**config.mk**
```make
export PLATFORM = sky130hd
export DESIGN_NAME = alien_wave_ctrl_flat
export DESIGN_NICKNAME = d
export VERILOG_FILES = /design/src/rtl/alien_wave_ctrl_pkg.sv /design/src/rtl/alien_wave_ctrl_if.sv /design/src/rtl/alien_wave_ctrl_rr_alive_arbiter.sv /design/src/rtl/alien_wave_ctrl.sv /design/src/flat_wrapper.sv
export SDC_FILE = /design/constraint.sdc
export NUM_CORES = 1
export LEC_CHECK = 0
export CORE_MARGIN = 2
export CORE_UTILIZATION = 56
export DETAILED_ROUTE_END_ITERATION = 10
export HOLD_SLACK_MARGIN = 0.02
export PLACE_DENSITY_LB_ADDON = 0.2
export SLEW_MARGIN = 20
export SYNTH_ARGS = -nofsm -noshare
export SYNTH_HDL_FRONTEND = slang
export SYNTH_HIERARCHICAL = 1
export SYNTH_SLANG_ARGS = --single-unit
```
**constraint.sdc**
```tcl
create_clock -name pixel_clk -period 4.7 [get_ports pixel_clk]
set_clock_uncertainty 0.15 [all_clocks]
set_input_delay 1.41 -clock pixel_clk [delete_from_list [all_inputs] [get_ports pixel_clk]]
set_output_delay 1.41 -clock pixel_clk [all_outputs]
set_load 0.02 [all_outputs]
```
**src/rtl/alien_wave_ctrl_pkg.sv**
```systemverilog
// Shared parameters, state encoding and the shot-period helper for the
// enemy wave sequencer.
package alien_wave_ctrl_pkg;

  localparam int unsigned N_ALIENS           = 8;
  localparam int unsigned CLEAR_DELAY_FRAMES = 60;
  localparam int unsigned FIRE_PERIOD_FRAMES = 32;
  localparam int unsigned FIRE_PERIOD_MIN    = 4;
  localparam int unsigned MAX_LEVEL          = 15;

  localparam int unsigned SEL_W   = $clog2(N_ALIENS);
  localparam int unsigned LEVEL_W = 4;
  localparam int unsigned TIMER_W = $clog2(FIRE_PERIOD_FRAMES + 1);
  localparam int unsigned DELAY_W = $clog2(CLEAR_DELAY_FRAMES + 1);

  typedef enum logic [2:0] {
    IDLE    = 3'd0,
    SPAWN   = 3'd1,
    PLAY    = 3'd2,
    CLEARED = 3'd3,
    OVER    = 3'd4
  } wave_state_t;

  // Frames between shots for a given level: the base period shrinks by two
  // frames per level but never drops below the floor. The subtraction is
  // guarded so the unsigned result can never wrap.
  function automatic logic [TIMER_W-1:0] reload_value(input logic [LEVEL_W-1:0] lvl);
    int unsigned dec;
    dec = 32'(lvl) << 1;
    if (dec + FIRE_PERIOD_MIN >= FIRE_PERIOD_FRAMES)
      return TIMER_W'(FIRE_PERIOD_MIN);
    return TIMER_W'(FIRE_PERIOD_FRAMES - dec);
  endfunction

endpackage

```
**src/rtl/alien_wave_ctrl_if.sv**
```systemverilog
// Bus between the wave sequencer and the rest of the game: frame strobe,
// player/alien status in, respawn and fire commands plus HUD values out.
interface alien_wave_ctrl_if;
  import alien_wave_ctrl_pkg::*;

  logic               fsync;
  logic               start;
  logic [N_ALIENS-1:0] alien_alive;
  logic               alien_invaded;
  logic               bullet_busy;
  logic               wave_rst;
  logic               fire_req;
  logic [SEL_W-1:0]   fire_sel;
  logic [LEVEL_W-1:0] level;
  logic [LEVEL_W-1:0] speed;
  logic               game_over;
  logic [2:0]         state;

  modport master (
    input  fsync, start, alien_alive, alien_invaded, bullet_busy,
    output wave_rst, fire_req, fire_sel, level, speed, game_over, state
  );

  modport slave (
    output fsync, start, alien_alive, alien_invaded, bullet_busy,
    input  wave_rst, fire_req, fire_sel, level, speed, game_over, state
  );

endinterface

```
**src/rtl/alien_wave_ctrl_rr_alive_arbiter.sv**
```systemverilog
// Round-robin picker: finds the first living alien strictly after the
// pointer, wrapping around the formation. Purely combinational.
module rr_alive_arbiter
  import alien_wave_ctrl_pkg::*;
(
  input  logic [N_ALIENS-1:0] alive,
  input  logic [SEL_W-1:0]    ptr,
  output logic [SEL_W-1:0]    next_idx,
  output logic                found
);

  // Scan from the farthest offset back to the nearest so the nearest living
  // alien after the pointer is the last one written and therefore wins.
  always_comb begin
    logic [SEL_W-1:0] idx;
    idx      = '0;
    next_idx = '0;
    found    = 1'b0;
    for (int off = N_ALIENS; off >= 1; off--) begin
      idx = SEL_W'((int'(ptr) + off) % N_ALIENS);
      if (alive[idx]) begin
        next_idx = idx;
        found    = 1'b1;
      end
    end
  end

endmodule

```
**src/rtl/alien_wave_ctrl.sv**
```systemverilog
// Enemy wave sequencer: respawns the formation, tracks the level, paces
// enemy shots and picks the shooter round-robin among the living aliens.
module alien_wave_ctrl
  import alien_wave_ctrl_pkg::*;
(
  input  logic          pixel_clk,
  input  logic          rst_n,
  alien_wave_ctrl_if.master bus
);

  wave_state_t        state_q, state_d;
  logic [LEVEL_W-1:0] level_q, level_d;
  logic [TIMER_W-1:0] timer_q, timer_d;
  logic [SEL_W-1:0]   ptr_q, ptr_d;
  logic [DELAY_W-1:0] delay_q, delay_d;
  logic               wave_rst_q, wave_rst_d;
  logic               fire_req_q, fire_req_d;
  logic [SEL_W-1:0]   fire_sel_q, fire_sel_d;

  logic [SEL_W-1:0]   arb_idx;
  logic               arb_found;

  rr_alive_arbiter u_arb (
    .alive    (bus.alien_alive),
    .ptr      (ptr_q),
    .next_idx (arb_idx),
    .found    (arb_found)
  );

  // State and datapath registers; reset lands everything in a quiet idle.
  always_ff @(posedge pixel_clk or negedge rst_n) begin
    if (!rst_n) begin
      state_q    <= IDLE;
      level_q    <= '0;
      timer_q    <= '0;
      ptr_q      <= SEL_W'(N_ALIENS - 1);
      delay_q    <= '0;
      wave_rst_q <= 1'b0;
      fire_req_q <= 1'b0;
      fire_sel_q <= '0;
    end else begin
      state_q    <= state_d;
      level_q    <= level_d;
      timer_q    <= timer_d;
      ptr_q      <= ptr_d;
      delay_q    <= delay_d;
      wave_rst_q <= wave_rst_d;
      fire_req_q <= fire_req_d;
      fire_sel_q <= fire_sel_d;
    end
  end

  // Next-state logic: start edges are taken on any clock, everything in
  // PLAY and CLEARED waits for the frame strobe. A shot is only granted
  // when the wave neither ends nor is lost in the same frame.
  always_comb begin
    state_d    = state_q;
    level_d    = level_q;
    timer_d    = timer_q;
    ptr_d      = ptr_q;
    delay_d    = delay_q;
    wave_rst_d = 1'b0;
    fire_req_d = 1'b0;
    fire_sel_d = fire_sel_q;

    unique case (state_q)
      IDLE: begin
        if (bus.start) begin
          level_d    = LEVEL_W'(1);
          state_d    = SPAWN;
          wave_rst_d = 1'b1;
        end
      end

      SPAWN: begin
        state_d = PLAY;
        timer_d = reload_value(level_q);
        ptr_d   = SEL_W'(N_ALIENS - 1);
      end

      PLAY: begin
        if (bus.fsync) begin
          if (bus.alien_invaded) begin
            state_d = OVER;
          end else if (bus.alien_alive == '0) begin
            state_d = CLEARED;
            delay_d = DELAY_W'(CLEAR_DELAY_FRAMES - 1);
          end else if (timer_q != '0) begin
            timer_d = timer_q - 1'b1;
          end else if (!bus.bullet_busy && arb_found) begin
            fire_req_d = 1'b1;
            fire_sel_d = arb_idx;
            ptr_d      = arb_idx;
            timer_d    = reload_value(level_q);
          end
        end
      end

      CLEARED: begin
        if (bus.fsync) begin
          if (delay_q == '0) begin
            if (level_q >= LEVEL_W'(MAX_LEVEL))
              level_d = LEVEL_W'(MAX_LEVEL);
            else
              level_d = level_q + 1'b1;
            state_d    = SPAWN;
            wave_rst_d = 1'b1;
          end else begin
            delay_d = delay_q - 1'b1;
          end
        end
      end

      OVER: begin
        if (bus.start) begin
          level_d    = LEVEL_W'(1);
          state_d    = SPAWN;
          wave_rst_d = 1'b1;
        end
      end

      default: begin
        state_d = IDLE;
      end
    endcase
  end

  assign bus.wave_rst  = wave_rst_q;
  assign bus.fire_req  = fire_req_q;
  assign bus.fire_sel  = fire_sel_q;
  assign bus.level     = level_q;
  assign bus.speed     = level_q;
  assign bus.game_over = (state_q == OVER);
  assign bus.state     = state_q;

endmodule

```
**src/flat_wrapper.sv**
```systemverilog
// flat-port wrapper written by rule: the top's interface ports become plain ports
module alien_wave_ctrl_flat import alien_wave_ctrl_pkg::*;
  (pixel_clk, rst_n, bus_fsync, bus_start, bus_alien_alive, bus_alien_invaded, bus_bullet_busy, bus_wave_rst, bus_fire_req, bus_fire_sel, bus_level, bus_speed, bus_game_over, bus_state);
  alien_wave_ctrl_if bus_i ();
  input  logic pixel_clk;
  input  logic rst_n;
  input wire logic [$bits(bus_i.fsync)-1:0] bus_fsync;
  input wire logic [$bits(bus_i.start)-1:0] bus_start;
  input wire logic [$bits(bus_i.alien_alive)-1:0] bus_alien_alive;
  input wire logic [$bits(bus_i.alien_invaded)-1:0] bus_alien_invaded;
  input wire logic [$bits(bus_i.bullet_busy)-1:0] bus_bullet_busy;
  output wire logic [$bits(bus_i.wave_rst)-1:0] bus_wave_rst;
  output wire logic [$bits(bus_i.fire_req)-1:0] bus_fire_req;
  output wire logic [$bits(bus_i.fire_sel)-1:0] bus_fire_sel;
  output wire logic [$bits(bus_i.level)-1:0] bus_level;
  output wire logic [$bits(bus_i.speed)-1:0] bus_speed;
  output wire logic [$bits(bus_i.game_over)-1:0] bus_game_over;
  output wire logic [$bits(bus_i.state)-1:0] bus_state;
  assign bus_i.fsync = bus_fsync;
  assign bus_i.start = bus_start;
  assign bus_i.alien_alive = bus_alien_alive;
  assign bus_i.alien_invaded = bus_alien_invaded;
  assign bus_i.bullet_busy = bus_bullet_busy;
  assign bus_wave_rst = bus_i.wave_rst;
  assign bus_fire_req = bus_i.fire_req;
  assign bus_fire_sel = bus_i.fire_sel;
  assign bus_level = bus_i.level;
  assign bus_speed = bus_i.speed;
  assign bus_game_over = bus_i.game_over;
  assign bus_state = bus_i.state;
  alien_wave_ctrl u_core (.pixel_clk(pixel_clk), .rst_n(rst_n), .bus(bus_i));
endmodule
```
[Yosys cells after proc, flatten, opt, wreduce, memory -nomap -nowiden]
Cells that the tools add are included.
Word-level totals
  output and inout bits: 17
  bits in registers: 27
  memories kept: 0
  latch bits: 0
  ROM bits: 0
  memory bits (writable): 0
Operators by class
  add/sub/neg operators: 13
  reduce and logical (&&, ||, !) cells: 16
  multiplexer cells: 83
  divide/modulo/power cells: 0
  shift-type cells: 0
  multiply operators: 0
  magnitude comparators: 10
  bitwise gates (word level): 3
  equal/unequal tests: 16
Operators by type and width (count)
  6-bit 2-to-1 mux: 13
  3-bit 2-to-1 mux: 19
  1-bit 2-to-1 mux: 33
  32-bit by 6-bit greater-or-equal comparator with 1-bit output (second input constant): 1
  3-bit by 4-bit less-than comparator with 1-bit output (second input constant): 8
  1-bit binary-select mux with 3-bit select: 8
  6-bit one-hot mux with 2 select lines: 2
  6-bit AND reduction: 3
  4-bit 2-to-1 mux: 4
  3-bit adder (second input constant): 4
  2-bit != test (second input constant): 6
  3-bit one-hot mux with 4 select lines: 1
  6-bit by 1-bit subtractor with 6-bit output (second input constant): 2
  5-bit AND reduction: 2
  8-bit logical NOT: 1
  2-bit by 1-bit != test with 1-bit output (second input constant): 4
  4-bit one-hot mux with 2 select lines: 1
  3-bit by 1-bit adder with 3-bit output (second input constant): 2
  3-bit by 2-bit adder with 3-bit output (second input constant): 2
  5-bit by 3-bit adder with 6-bit output (second input constant): 1
  3-bit by 2-bit == test with 1-bit output (second input constant): 2
  6-bit logical NOT: 1
  3-bit one-hot mux with 2 select lines: 1
  2-bit nonzero test: 3
  15 further kinds: 17

[Longest topological paths before layout]
  word-level depth: 25
  depth in mapped cells: 12
  mapped depth without buffers: 9

[Hierarchy]
The synthesis kept the hierarchy.
By module, submodules not included
  alien_wave_ctrl: cells an instance 184, instances 1, seq. area each 679.4 um^2, area each 1736.7 um^2
  rr_alive_arbiter: cells an instance 88, instances 1, seq. area each 0.0 um^2, area each 749.5 um^2

[Worst setup path after synthesis]
Ideal clock, no wire load.
  path type: input-to-reg
  start point: input bus_alien_alive[6]
  end point: register u_core.fire_sel_q[0], in the netlist u_core/bus.fire_sel[0]
  required time: 4.425 ns
  setup slack: 1.278 ns
  setup time: 0.125 ns
  stages: 7
  arrival: 3.147 ns
  cell sequence: mux4_2 -> nor4_1 -> nand4_1 -> or2b_1 -> nor2_4 -> nand4_4 -> mux2_4
Between the ends
  cells in the longest elaborated chain, start to end: 12
  elaborated cells between the ends (all ways): 36
Ends and longest elaborated chain
  from (decl): RTL line flat_wrapper.sv:9  | input wire logic [$bits(bus_i.alien_alive)-1:0] bus_alien_alive;
  1-bit binary-select mux with 3-bit select: RTL line alien_wave_ctrl_rr_alive_arbiter.sv:21  | if (alive[idx]) begin
  1-bit 2-to-1 mux (not written as such): RTL line alien_wave_ctrl_rr_alive_arbiter.sv:21
  1-bit 2-to-1 mux (7 in series): RTL line alien_wave_ctrl_rr_alive_arbiter.sv:21
  1-bit 2-to-1 mux (*): RTL line alien_wave_ctrl_rr_alive_arbiter.sv:21
  named net u_core.arb_found: RTL line alien_wave_ctrl.sv:21  | logic arb_found;
  1-bit logical AND (*): RTL line alien_wave_ctrl.sv:90  | end else if (!bus.bullet_busy && arb_found) begin
  6-bit AND reduction (no line) (*)
  to (signal assigned): RTL line alien_wave_ctrl.sv:49  | fire_sel_q <= fire_sel_d;
  to (decl): RTL line alien_wave_ctrl.sv:18  | logic [SEL_W-1:0] fire_sel_q, fire_sel_d;
Mark *: on every way through the listed nets, which the timed path passes. The rest lies on a longest branch. The select of a mux whose other input is x is not followed.
A chain may end at the register's enable or synchronous reset.

[Worst setup path in the final report]
  start point: input bus_alien_alive[6]
  end point: register u_core.fire_sel_q[2], in the netlist u_core/bus.fire_sel[2]
The elaborated chain is that of the path after synthesis.

==> out/summary.txt <==
Initial Util: 57.49%
vias in the first global route: 2110
total core area: 4324 um2
final hold viol count: 0
via count: 2165
area of the multi-input gates: 1638 um2
routed vias/inst: 6.294
Reg area: 679.4 um2
clk root buf: clkbuf_8
Flop pwr share: 33.9%
setup violation total in the final timing report: 0
M1 wire length: 2683 um
critical path class: primary input to flop
critical path peak fanout: 7
Slew Limit Fails: 0
crit path DAT: 3.99 ns
IO buf count: 30
Reg2Reg Depth: 9
largest cells by area after synthesis: dfrtp_1 24%, mux4_2 7.2%, mux2i_1 5.2%, nand2_1 5.0%, ha_1 4.0%
Sw Share: 45.72%
Worst slew margin: 57.22%
most common cell in the netlist: nand2_1
WL met3: 198 um
I/O pin count: 31
Post-synth EDFFs: 0
maximum VDD drop: 0.0003720 V
routed wire length: 5546 um
Cells after Synth: 272
combinational share of power: 55.1%
top-area cell type share of the netlist area: 24.16%
pre-CTS WS: 0.4815 ns
fillers: 383
Antenna diodes: 0
RR Startpoint: u_core/ptr_q[0]$_DFFE_PN1P_
Final #Nets: 315
Power Internal: 667.4 uW
switching power: 562.0 uW
Synth top cells by count: 33 x nand2_1, 24 x dfrtp_1, 21 x inv_1
leakage: 1.227 nW
Synth Cell Area: 2486 um2
Fin Setup TNS: 0 ns
# DRC: 0
Final period util: 84.52%
setup bufs post-CTS: 0
initial antenna violation count: 0
CTS tree: done
Startpoint Class: primary input
Yosys Warn Count: 6
Clock transition at path regs: 0.09 ns
Initial DRC Count: 100
Distinct cells, synth: 69
Power, Total: 1.229 mW
worst skew pair latency: 0.28 ns
Pwr per Cell Area: 436.7 nW/um2
CTS max path bufs: 2
Setup crit end kind: flop
Post-synth top flop: dfrtp_1
Period minus WS final: 3.972 ns
run status: finished, final reports clean
die extent in x: 70.63 um
global-route wire length before repair: 9860 um
RSZ-0062 raised after global routing: false
syn nets: 294
share of layout cells above drive strength 1: 11.99%
GRT Residual Overflow: 0
gr usage total: 23.77%
sequential fraction of the synthesis area: 27.33%
f_max: 0.2517 GHz
Setup crit end: u_core/bus.fire_sel[2]$_DFFE_PN0P_
metal2 WL: 2628 um
DRT Pass-1 Iters: 4
WP data required: 4.72 ns
leading area contributor after synthesis: dfrtp_1
H-tree depth: 1
Std-Cell Rows: 24
die height: 70.63 um
hold-fix buffers at CTS: 0
Least-Margin Pin Slew: 0.6416 ns
drt wl/cell: 16.12 um
fin worst setup slack: 0.7275 ns
MaxCap Viol Count: 0
Post-DP HPWL: 4152 um
synthesized flop and latch total: 27
worst setup path start: bus_alien_alive[6]
# clock sinks: 27
Die ar.: 4989 um2
CTS buffer count: 3
largest net degree at the start of global routing: 28
Antenna Nets Post-Route: 0
RR Endpoint: u_core/bus.fire_sel[2]$_DFFE_PN0P_
Area Growth Syn to Fin: 13.24%
CTS resizes: 0
Hold Crit Start: u_core/bus.fire_sel[2]$_DFFE_PN0P_
Clk network pwr share: 11.0%
Synth async-reset ratio: 100.0%
Hold Crit Class: flop to flop
Reg2Reg Setup Slack: 0.87 ns
GPL Wtd Cong: 0.8644
final hold slack: 0.3788 ns
uppermost layer routed: met4
syn_area_per_cell: 9.140 um2
[sequential cells by signal, indices dropped and copies added, names as in the netlist]
name and count:
u_core/bus.fire_req 1, u_core/bus.fire_sel 3, u_core/bus.level 4, u_core/bus.state 3, u_core/bus.wave_rst 1, u_core/delay_q 6, u_core/ptr_q 3, u_core/timer_q 6
[kinds of logic (layout without fill, tap and decap cells)]
group	count (synthesis)	count (layout)	share of synthesized area [%]
simple gates	100	100	22.04
xor+xnor	4	4	1.711
mux	30	30	18.32
flops	27	27	27.33
buf+inv	36	56	6.794
fa+ha+maj	8	8	4.026
compound gates	67	67	19.78
[routing by layer]
layer	GRT usage (%)	up-vias
met1	35.27	1057
met2	37.42	49
met4	4.612	0
met5	0	-
li1	-	1053
met3	3.846	6
[worst min path at each step]
stage / cells after the start / to
final: 1 / u_core/bus.fire_sel[2]$_DFFE_PN0P_
after CTS: 1 / u_core/bus.fire_sel[0]$_DFFE_PN0P_
after floorplan: 1 / u_core/delay_q[3]$_DFFE_PN0P_
after detailed placement: 1 / u_core/bus.fire_sel[0]$_DFFE_PN0P_
after global routing: 1 / u_core/bus.fire_sel[0]$_DFFE_PN0P_
after global placement: 1 / u_core/bus.fire_sel[0]$_DFFE_PN0P_
[power groups by stage]
stage / clock, mW / combinational, mW / sequential, mW
5_1_grt: 0.148 / 0.755 / 0.430
3_3_place_gp: 0 / 0.662 / 0.419
6_report: 0.136 / 0.677 / 0.417
3_5_place_dp: 0 / 0.671 / 0.420
4_1_cts: 0.141 / 0.675 / 0.415
2_1_floorplan: 0 / 0.495 / 0.408
[final cells by class]
type	instances	area share (%)
Inverter	21	2.800
Clock buffer	3	1.467
Clock inverter	1	0.1778
Multi-Input combinational cell	209	58.18
Sequential cell	27	24.13
Tap cell	52	2.311
Timing Repair Buffer	31	10.93
[through the flow]
stage	instance area, um2	instances	utilization, %
after floorplan	2486	272	-
after global placement	2769	340	64.03
after detailed placement	2769	340	64.03
after CTS	2815	344	65.10
after global routing	2815	344	65.10
final	2815	344	65.10
[worst max-delay path: stages]
cell             delay (ns)
clkdlybuf4s50_1        0.51
mux4_2                 0.60
nor4_1                 0.49
nand4_1                0.14
or2b_1                 0.32
nor2_4                 0.07
nand4_4                0.14
mux2_4                 0.31
[placed cells by master (no fill, tap or decap), types with 4 or more instances in the layout]
cell type / count
mux4_2: 8
ha_1: 8
nor3_1: 8
nand4_1: 7
o22a_1: 4
nor2_1: 18
nand2_1: 33
nand3_1: 5
o21a_1: 4
clkdlybuf4s50_1: 30
dfrtp_1: 24
inv_1: 21
mux2i_1: 13
a31oi_1: 4
nor4_1: 4
nand2b_1: 4
a2bb2oi_1: 4
a21oi_1: 11
o21ai_0: 12
(Power assumes the default switching activity.)
